File: config.mk
export PLATFORM = sky130hd
export DESIGN_NAME = bcd_stopwatch
export DESIGN_NICKNAME = d
export VERILOG_FILES = /design/src/rtl/stopwatch_pkg.sv /design/src/rtl/tick_gen.sv /design/src/rtl/bcd_stopwatch.sv
export SDC_FILE = /design/constraint.sdc
export NUM_CORES = 1
export LEC_CHECK = 0
export BUFFER_PORTS_ARGS = -buffer_cell sky130_fd_sc_hd__clkbuf_2
export CAP_MARGIN = 20
export CELL_PAD_IN_SITES_DETAIL_PLACEMENT = 0
export CELL_PAD_IN_SITES_GLOBAL_PLACEMENT = 2
export CORE_ASPECT_RATIO = 2
export CORE_UTILIZATION = 35
export DETAILED_ROUTE_END_ITERATION = 7
export GPL_ROUTABILITY_DRIVEN = 0
export PLACE_DENSITY_LB_ADDON = 0.1
export SLEW_MARGIN = 20
export SYNTH_ARGS = -nofsm -noshare
export SYNTH_HDL_FRONTEND = slang
export SYNTH_SLANG_ARGS = --single-unit
File: constraint.sdc
create_clock -name clk -period 2.26 [get_ports clk]
set_input_delay 0.339 -clock clk [delete_from_list [all_inputs] [get_ports clk]]
set_output_delay 0.339 -clock clk [all_outputs]
set_load 0.03 [all_outputs]
File: src/rtl/stopwatch_pkg.sv
// Shared types and helpers for the BCD stopwatch: state encoding,
// per-digit radix and the width of one BCD digit.
package stopwatch_pkg;

   localparam int DIGIT_W = 4;

   typedef enum logic [1:0] {
      IDLE,
      RUN,
      PAUSE,
      DONE
   } state_t;

   // Even digit positions count 0-9, odd positions count 0-5 (mm:ss style).
   function automatic int radix(input int i);
      return ((i % 2) == 0) ? 10 : 6;
   endfunction

endpackage

File: src/rtl/tick_gen.sv
// Prescaler that divides the system clock down to the count tick rate.
// The counter only advances while enabled and is cleared otherwise, so a
// partially elapsed tick period is thrown away whenever counting stops.
module tick_gen #(
   parameter int CLK_DIV = 500000
) (
   input  logic clk,
   input  logic rst,
   input  logic en,
   output logic tick
);

   localparam int CW = (CLK_DIV > 1) ? $clog2(CLK_DIV) : 1;
   localparam logic [CW-1:0] LAST = CW'(CLK_DIV - 1);

   logic [CW-1:0] count;

   assign tick = en && (count == LAST);

   // Free-run from 0 to CLK_DIV-1 while enabled; hold at zero when disabled.
   always_ff @(posedge clk) begin
      if (rst || !en) begin
         count <= '0;
      end else if (count == LAST) begin
         count <= '0;
      end else begin
         count <= count + CW'(1);
      end
   end

endmodule

File: src/rtl/bcd_stopwatch.sv
// Mixed-radix BCD stopwatch/timer with start/pause, count-down from a
// preloaded value, lap freeze of the display and wrap-or-saturate overflow.
// Digit 0 is the least significant digit and sits in bits [3:0].
module bcd_stopwatch
   import stopwatch_pkg::*;
#(
   parameter int CLK_DIV    = 500000,
   parameter int NUM_DIGITS = 4,
   parameter int WRAP       = 1
) (
   input  logic                          clk,
   input  logic                          rst,
   input  logic                          go,
   input  logic                          clear,
   input  logic                          load,
   input  logic [DIGIT_W*NUM_DIGITS-1:0] load_val,
   input  logic                          down,
   input  logic                          lap,
   output logic [DIGIT_W*NUM_DIGITS-1:0] digits,
   output logic                          run,
   output logic                          done,
   output logic                          lap_held,
   output logic                          wrap
);

   localparam int W = DIGIT_W * NUM_DIGITS;

   state_t         state;
   state_t         state_next;
   logic [W-1:0]   count;
   logic [W-1:0]   count_next;
   logic [W-1:0]   snapshot;
   logic [W-1:0]   snapshot_next;
   logic           lap_held_next;
   logic           wrap_next;
   logic           tick;

   logic [W-1:0]   inc_val;
   logic [W-1:0]   dec_val;
   logic [W-1:0]   load_clamped;
   logic [NUM_DIGITS:0] carry;
   logic [NUM_DIGITS:0] borrow;

   logic           at_max;
   logic           count_zero;
   logic           dec_zero;
   logic           load_ok;

   tick_gen #(
      .CLK_DIV (CLK_DIV)
   ) u_tick_gen (
      .clk  (clk),
      .rst  (rst || clear),
      .en   (state == RUN),
      .tick (tick)
   );

   assign carry[0]  = 1'b1;
   assign borrow[0] = 1'b1;

   // Per-digit increment/decrement with a ripple carry/borrow chain, plus
   // clamping of the preload value to each digit's own radix.
   for (genvar i = 0; i < NUM_DIGITS; i++) begin : g_digit
      localparam logic [DIGIT_W-1:0] DMAX = DIGIT_W'(radix(i) - 1);

      logic [DIGIT_W-1:0] d;
      logic [DIGIT_W-1:0] ld;

      assign d  = count[i*DIGIT_W +: DIGIT_W];
      assign ld = load_val[i*DIGIT_W +: DIGIT_W];

      assign inc_val[i*DIGIT_W +: DIGIT_W] =
         !carry[i]    ? d :
         (d == DMAX)  ? '0 : d + DIGIT_W'(1);
      assign carry[i+1] = carry[i] && (d == DMAX);

      assign dec_val[i*DIGIT_W +: DIGIT_W] =
         !borrow[i]   ? d :
         (d == '0)    ? DMAX : d - DIGIT_W'(1);
      assign borrow[i+1] = borrow[i] && (d == '0);

      assign load_clamped[i*DIGIT_W +: DIGIT_W] = (ld > DMAX) ? DMAX : ld;
   end

   // A full carry chain means every digit is at its maximum; a full borrow
   // chain means every digit is zero.
   assign at_max     = carry[NUM_DIGITS];
   assign count_zero = borrow[NUM_DIGITS];
   assign dec_zero   = (dec_val == '0);
   assign load_ok    = load && ((state == IDLE) || (state == PAUSE));

   // Next-state and next-datapath decisions, highest priority first:
   // clear, then an accepted load, then go, then the count tick. Lap is
   // independent of those and only blocked by clear (or reset).
   always_comb begin
      state_next    = state;
      count_next    = count;
      snapshot_next = snapshot;
      lap_held_next = lap_held;
      wrap_next     = 1'b0;

      if (clear) begin
         state_next    = IDLE;
         count_next    = '0;
         lap_held_next = 1'b0;
      end else begin
         if (lap) begin
            lap_held_next = !lap_held;
            if (!lap_held) begin
               snapshot_next = count;
            end
         end

         if (load_ok) begin
            count_next = load_clamped;
         end else if (go) begin
            case (state)
               IDLE, PAUSE: begin
                  if (!(down && count_zero)) begin
                     state_next = RUN;
                  end
               end
               RUN:     state_next = PAUSE;
               default: state_next = state;
            endcase
         end else if (tick) begin
            if (!down) begin
               if (at_max) begin
                  if (WRAP != 0) begin
                     count_next = '0;
                     wrap_next  = 1'b1;
                  end else begin
                     state_next = DONE;
                  end
               end else begin
                  count_next = inc_val;
               end
            end else begin
               count_next = dec_val;
               if (dec_zero) begin
                  state_next = DONE;
               end
            end
         end
      end
   end

   // State register of the run-control FSM.
   always_ff @(posedge clk) begin
      if (rst) begin
         state <= IDLE;
      end else begin
         state <= state_next;
      end
   end

   // Count, lap snapshot, lap freeze flag and the one-cycle wrap pulse.
   always_ff @(posedge clk) begin
      if (rst) begin
         count    <= '0;
         snapshot <= '0;
         lap_held <= 1'b0;
         wrap     <= 1'b0;
      end else begin
         count    <= count_next;
         snapshot <= snapshot_next;
         lap_held <= lap_held_next;
         wrap     <= wrap_next;
      end
   end

   assign digits = lap_held ? snapshot : count;
   assign run    = (state == RUN);
   assign done   = (state == DONE);

endmodule

# After elaboration in Yosys (flattened, before gate mapping)
# Index checks and enable logic that the tools add are counted.
# word_totals
reg_bits	55
input_bits	23
output_inout_bits	20
elab_cells	104
# classes
add_sub_neg	9
magnitude_cmp	4
n_eq_ne	11
n_mux	31
bitwise	3
reduce_logical	37
# op_table
op	count
16-bit two-way mux	6
4-bit two-way mux	18
19-bit by 1-bit adder with 19-bit output, second input constant	1
19-bit equality test, second input constant	1
4-bit by 1-bit adder with 4-bit output, second input constant	4
16-bit logical NOT	1
4-bit logical NOT	4
4-bit by 1-bit subtractor with 4-bit output, second input constant	4
4-bit nonzero test	3
2-bit two-way mux	5
1-bit logical AND	9
3-bit AND reduction	3
4-bit by 3-bit equality test with 1-bit output, second input constant	2
4-bit equality test, second input constant	2
4-bit by 3-bit greater-than comparator with 1-bit output, second input constant	2
4-bit greater-than comparator, second input constant	2
2-bit nonzero test	4
6-bit AND reduction	1
2-bit OR reduction	3
6-bit OR reduction	1
2-bit equality test, second input constant	2
2-bit case mux with 2 select lines	1
2-bit AND reduction	2
1-bit logical OR	3
8 further kinds	11

# Longest topological paths before layout
# logic_depth
word_depth	9
mapped_depth	7
mapped_depth_nobuf	6

# Modules after synthesis
# From an unflattened synthesis, not the netlist that was laid out.
# unflattened
cells_unflattened	436
area_unflattened_um2	3484.6
# modules_own_cells
mod	instances	cells_per_inst	area_per_inst_um2	seq_area_each_um2
bcd_stopwatch	1	337	2605.0	720.7
tick_gen	1	99	879.6	380.4

# Worst setup path before layout
# Ideal clock, no wire load.
# synth_timing
kind	reg2reg
startpoint	register state[0]
endpoint	register count[10]
setup_ns	0.138
arrival_time_ns	2.087
required_time_ns	2.122
path_slack_ns	0.036
path_stages_with_launch	6
path_buffers	0
period_less_slack_ns	2.224
cell_sequence	dfxtp_1 nor2b_1 nand2_1 or4_1 a221oi_1 a311oi_1
# synth_via
elab_cells_between_ends	11
cone_classes	3 x eq/ne; 1 x mux; 7 x reduce/logical
# synth_lines
element	line	text
start: declaration	bcd_stopwatch.sv:28	state_t state;
start signal: assignment	bcd_stopwatch.sv:153	state <= state_next;
2-bit by 1-bit equality test with 1-bit output	n/a	
named net run	bcd_stopwatch.sv:20	output logic run,
1-bit logical AND	tick_gen.sv:18	assign tick = en && (count == LAST);
2-bit nonzero test (no source line)	n/a	
3-bit AND reduction (no source line)	n/a	
end signal: assignment	bcd_stopwatch.sv:165	count <= count_next;
end: declaration	bcd_stopwatch.sv:30	logic [W-1:0] count;
# The timed path passes the listed nets, and every way through them passes these cells.
# A chain may end at the register's enable or synchronous reset.

# Worst setup path after layout
# layout_timing
startpoint	register lap_held
endpoint	output digits[11]
# layout_via
elab_chain_len	1
# layout_rtl
element	line	text
start: declaration	bcd_stopwatch.sv:22	output logic lap_held,
start signal: assignment	bcd_stopwatch.sv:167	lap_held <= lap_held_next;
16-bit two-way mux	bcd_stopwatch.sv:172	assign digits = lap_held ? snapshot : count;
end: declaration	bcd_stopwatch.sv:19	output logic [DIGIT_W*NUM_DIGITS-1:0] digits,
# Every way passes these cells.

==> impl_summary.log <==
[metrics] run status: complete, no violations
[metrics] number of fill cells in the layout: 1048
[metrics] post-layout instance area: 0.00420 mm²
[metrics] arrival time at the worst endpoint: 1790 ps
[metrics] primary flip-flop cell chosen by synthesis mapping: dfxtp_1
[metrics] Gate Count Post-Synth: 425
[metrics] insertion delay of the later-clocked pin in the worst-skew pair: 300 ps
[metrics] Setup violations, final: 0
[metrics] Synth Cell Area: 0.00348 mm²
[metrics] number of antenna cells inserted: 0
[metrics] area fraction in compound gates after synthesis: 17.7%
[metrics] Post-DRT Antenna Nets: 0
[metrics] leakage power: 0.00157 µW
[metrics] top achievable clock speed: 469 MHz
[metrics] detailed-route DRC error count: 0
[metrics] initial antenna violation count: 0
[metrics] worst min-delay path category: primary input to flop
[metrics] height of the die: 143 µm
[metrics] most frequent cells in the layout: dfxtp_1, nor2_1, buf_4, clkbuf_2
[metrics] GRT Residual Overflow: 0
[metrics] RSZ-0062 raised after global routing: no
[metrics] Post-Syn Nets: 449
[metrics] Worst Max-Slew Pin Slew: 572 ps
[metrics] proportion of synthesized chip area in sequential cells: 31.6%
[metrics] postcts setup bufs: 0
[metrics] cell depth of the worst flop-to-flop path: 6
[metrics] leading cell type in the layout, fill and taps excluded: dfxtp_1
[metrics] share of layout cells above drive strength 1: 26.4%
[metrics] wire per inst: 18.2 µm
[metrics] Post-Synth XOR/XNOR Area: 5.29%
[metrics] hold_sp: go
[metrics] CORE AREA: 0.00970 mm²
[metrics] Post-Synth Adder-Cell Area: 0.360%
[metrics] placed standard-cell area: 0.00405 mm²
[metrics] register bit total from synthesis: 55
[metrics] share of cell area taken by muxes after synthesis: 11.1%
[metrics] total area of multi-input combinational cells: 0.00222 mm²
[metrics] first-pass GRT wire length: 17700 µm
[metrics] clock tree from TritonCTS: built
[metrics] Worst Setup End Kind: output port
[metrics] Clock transition at path regs: 80 ps
[metrics] router iterations before antenna repair: 4
[metrics] Final Skew: 3.96 ps
[metrics] total via count in the routed design: 3396
[metrics] buffer type at the clock tree root: clkbuf_16
[metrics] r2r endpoint: count[10]$_SDFFE_PP0P_
[metrics] register-to-register setup slack: 160 ps
[metrics] HPWL after DPL: 8780 µm
[metrics] Nets: 508
[metrics] combinational family with the most area after synthesis: simple AND/OR/NAND/NOR gates
[metrics] Max H-tree Level: 2
[metrics] endpoint of the worst hold path: state[0]$_SDFFE_PP0P_
[metrics] cell count of the worst hold path: 2
[metrics] maximum VDD drop: 0.367 mV
[metrics] unique cell type count in the Yosys netlist: 65
[metrics] largest net degree at the start of global routing: 20
[metrics] simple-gate portion of the synthesized area: 29.1%
[metrics] clock sink total: 55
[metrics] fraction of synthesis flops using an asynchronous set or reset pin: 0%
[metrics] count of input and output buffers: 42
[metrics] count of endpoints failing hold in the final timing report: 0
[metrics] floorplan die width: 72.5 µm
[metrics] worst endpoint required time: 1920 ps
[metrics] kind of start point of the critical path: flop
[metrics] Synth Area per Inst: 8.19 µm²
[metrics] # placed instances: 609
[metrics] Bufs on Longest Clock Path: 2
[metrics] biggest fanout along the worst timing path: 11
[metrics] Setup TNS Final: 0 ps
[metrics] reg-to-reg critical path startpoint: u_tick_gen.count[0]$_SDFF_PP0_
[metrics] Ports: 43
[metrics] crit share post-route: 94.3%
[metrics] start-to-end type of the worst setup path: flop to output port
[metrics] count of flip-flops with a built-in enable after synthesis: 0
[metrics] number of placement rows: 51
[metrics] Hold Buf Count CTS: 0
[metrics] power per standard cell area: 526 mW/mm²
[metrics] area growth from synthesis to layout: 20.7%
[metrics] Cell Count, Final, Fillers Out: 617
[metrics] routed wire length: 11200 µm
[metrics] starting density of the core: 35.9%
[metrics] max-capacitance violation count: 0
[metrics] Avg Vias per Cell: 5.50
[metrics] Final min period: 2130 ps
[metrics] number of pins exceeding their max-slew limit in the final report: 0
[metrics] Die Area: 0.0104 mm²
[metrics] Relative slew margins: 61.8%
[metrics] Synthesis Warnings: 0
[metrics] GR Util All Layers: 22.6%
[metrics] number of global-route vias before repair: 3290
[metrics] DR iter-0 viols: 181
[metrics] Sequential Area: 0.00110 mm²
[metrics] Num CTS Buffers: 5
-- worst max path at each step --
stage                                         startpoint                      to
final                              lap_held$_SDFFE_PP0P_              digits[11]
after global routing      u_tick_gen.count[0]$_SDFF_PP0_  count[10]$_SDFFE_PP0P_
after CTS                          state[0]$_SDFFE_PP0P_   count[8]$_SDFFE_PP0P_
after detailed placement                              go   count[8]$_SDFFE_PP0P_
after global placement                                go   count[8]$_SDFFE_PP0P_
after floorplan                    state[0]$_SDFFE_PP0P_  count[10]$_SDFFE_PP0P_
-- Yosys cell counts (all sizes together) (2+ instances only) --
cell	number	share of area (%)
dfxtp	55	32
clkbuf	27	2.9
nand2b	8	1.4
nand3b	2	0.43
o311a	3	0.86
and4	3	0.76
o21ai	23	3.3
o41ai	2	0.50
nand2	24	2.7
nand3	19	2.9
nor4	10	2.4
a2111oi	2	0.50
nor4bb	2	0.58
and3	4	0.72
or4	3	0.65
o211ai	3	0.79
o31ai	4	0.86
nor4b	2	0.93
a31oi	7	1.3
xor2	10	2.5
mux2	14	4.5
nor3	10	1.4
nor2	54	5.8
inv	10	1.1
o221a	2	0.65
o21a	5	1.1
xnor2	11	2.8
nand4	10	1.8
or2	4	0.72
a211oi	5	1.2
buf	6	0.86
mux2i	23	6.6
or3	8	1.6
a21oi	13	1.9
and4bb	4	1.4
nor2b	10	1.8
a221oi	3	0.93
a41oi	3	0.76
-- flip-flops by register name (all words and copies together), names as in the netlist --
signal,count
count,16
lap_held,1
snapshot,16
state,2
u_tick_gen.count,19
wrap,1
-- report_power, final --
part / internal [µW] / total, µW / switching [µW]
clock: 418 / 805 / 387
combinational: 160 / 395 / 235
sequential: 986 / 1010 / 24.8
total: 1560 / 2210 / 646
-- layout make-up --
| class | instances | area share (%) |
|---|---|---|
| Sequential cell | 55 | 26.2 |
| Clock buffer | 5 | 2.98 |
| Multi-Input combinational cell | 327 | 52.8 |
| Timing Repair Buffer | 85 | 12.7 |
| Tap cell | 132 | 3.93 |
| Inverter | 10 | 0.893 |
| Clock inverter | 3 | 0.536 |
-- repair_timing --
item / in CTS / in global routing
gates resized for setup: 0 / 1
setup endpoints to repair: 0 / 3
endpoints found under the hold margin: 0 / 0
-- cells by family (layout without fill, tap and decap cells) --
logic type / count (synthesis) / after routing
flip-flops: 55 / 55
adder cells (fa/ha/maj): 1 / 1
AO/OA/AOI/OAI: 87 / 87
multiplexers: 37 / 37
XOR/XNOR: 21 / 21
AND/OR/NAND/NOR: 181 / 181
buffers and inverters: 43 / 103
-- worst max-delay path, cell delays in order, from the launching register on --
cell and delay [ps]:
dfxtp_1 690, buf_4 260, mux2_2 360, clkbuf_2 190
-- layer usage --
metal / up-vias / global-route usage [%] / share of wire (%)
met2: 87 / 41.0 / 53
met5: - / 0 / 0
met4: 0 / 12.0 / 4.5
met3: 27 / 2.33 / 3.1
met1: 1611 / 25.2 / 39
li1: 1671 / - / -
-- stage by stage --
stage               total power [µW]  utilization, %  hold WS (ps)  worst slack (ps)
detailed placement              1430            41.7           461               155
global route                    2310            43.3           304              38.9
finish                          2210            43.3           286               129
CTS                             2240            43.3           272               132
floorplan                       1280               -           428              35.7
global placement                1420            41.7           445               104
No activity file was read; power rests on OpenSTA's default activity.
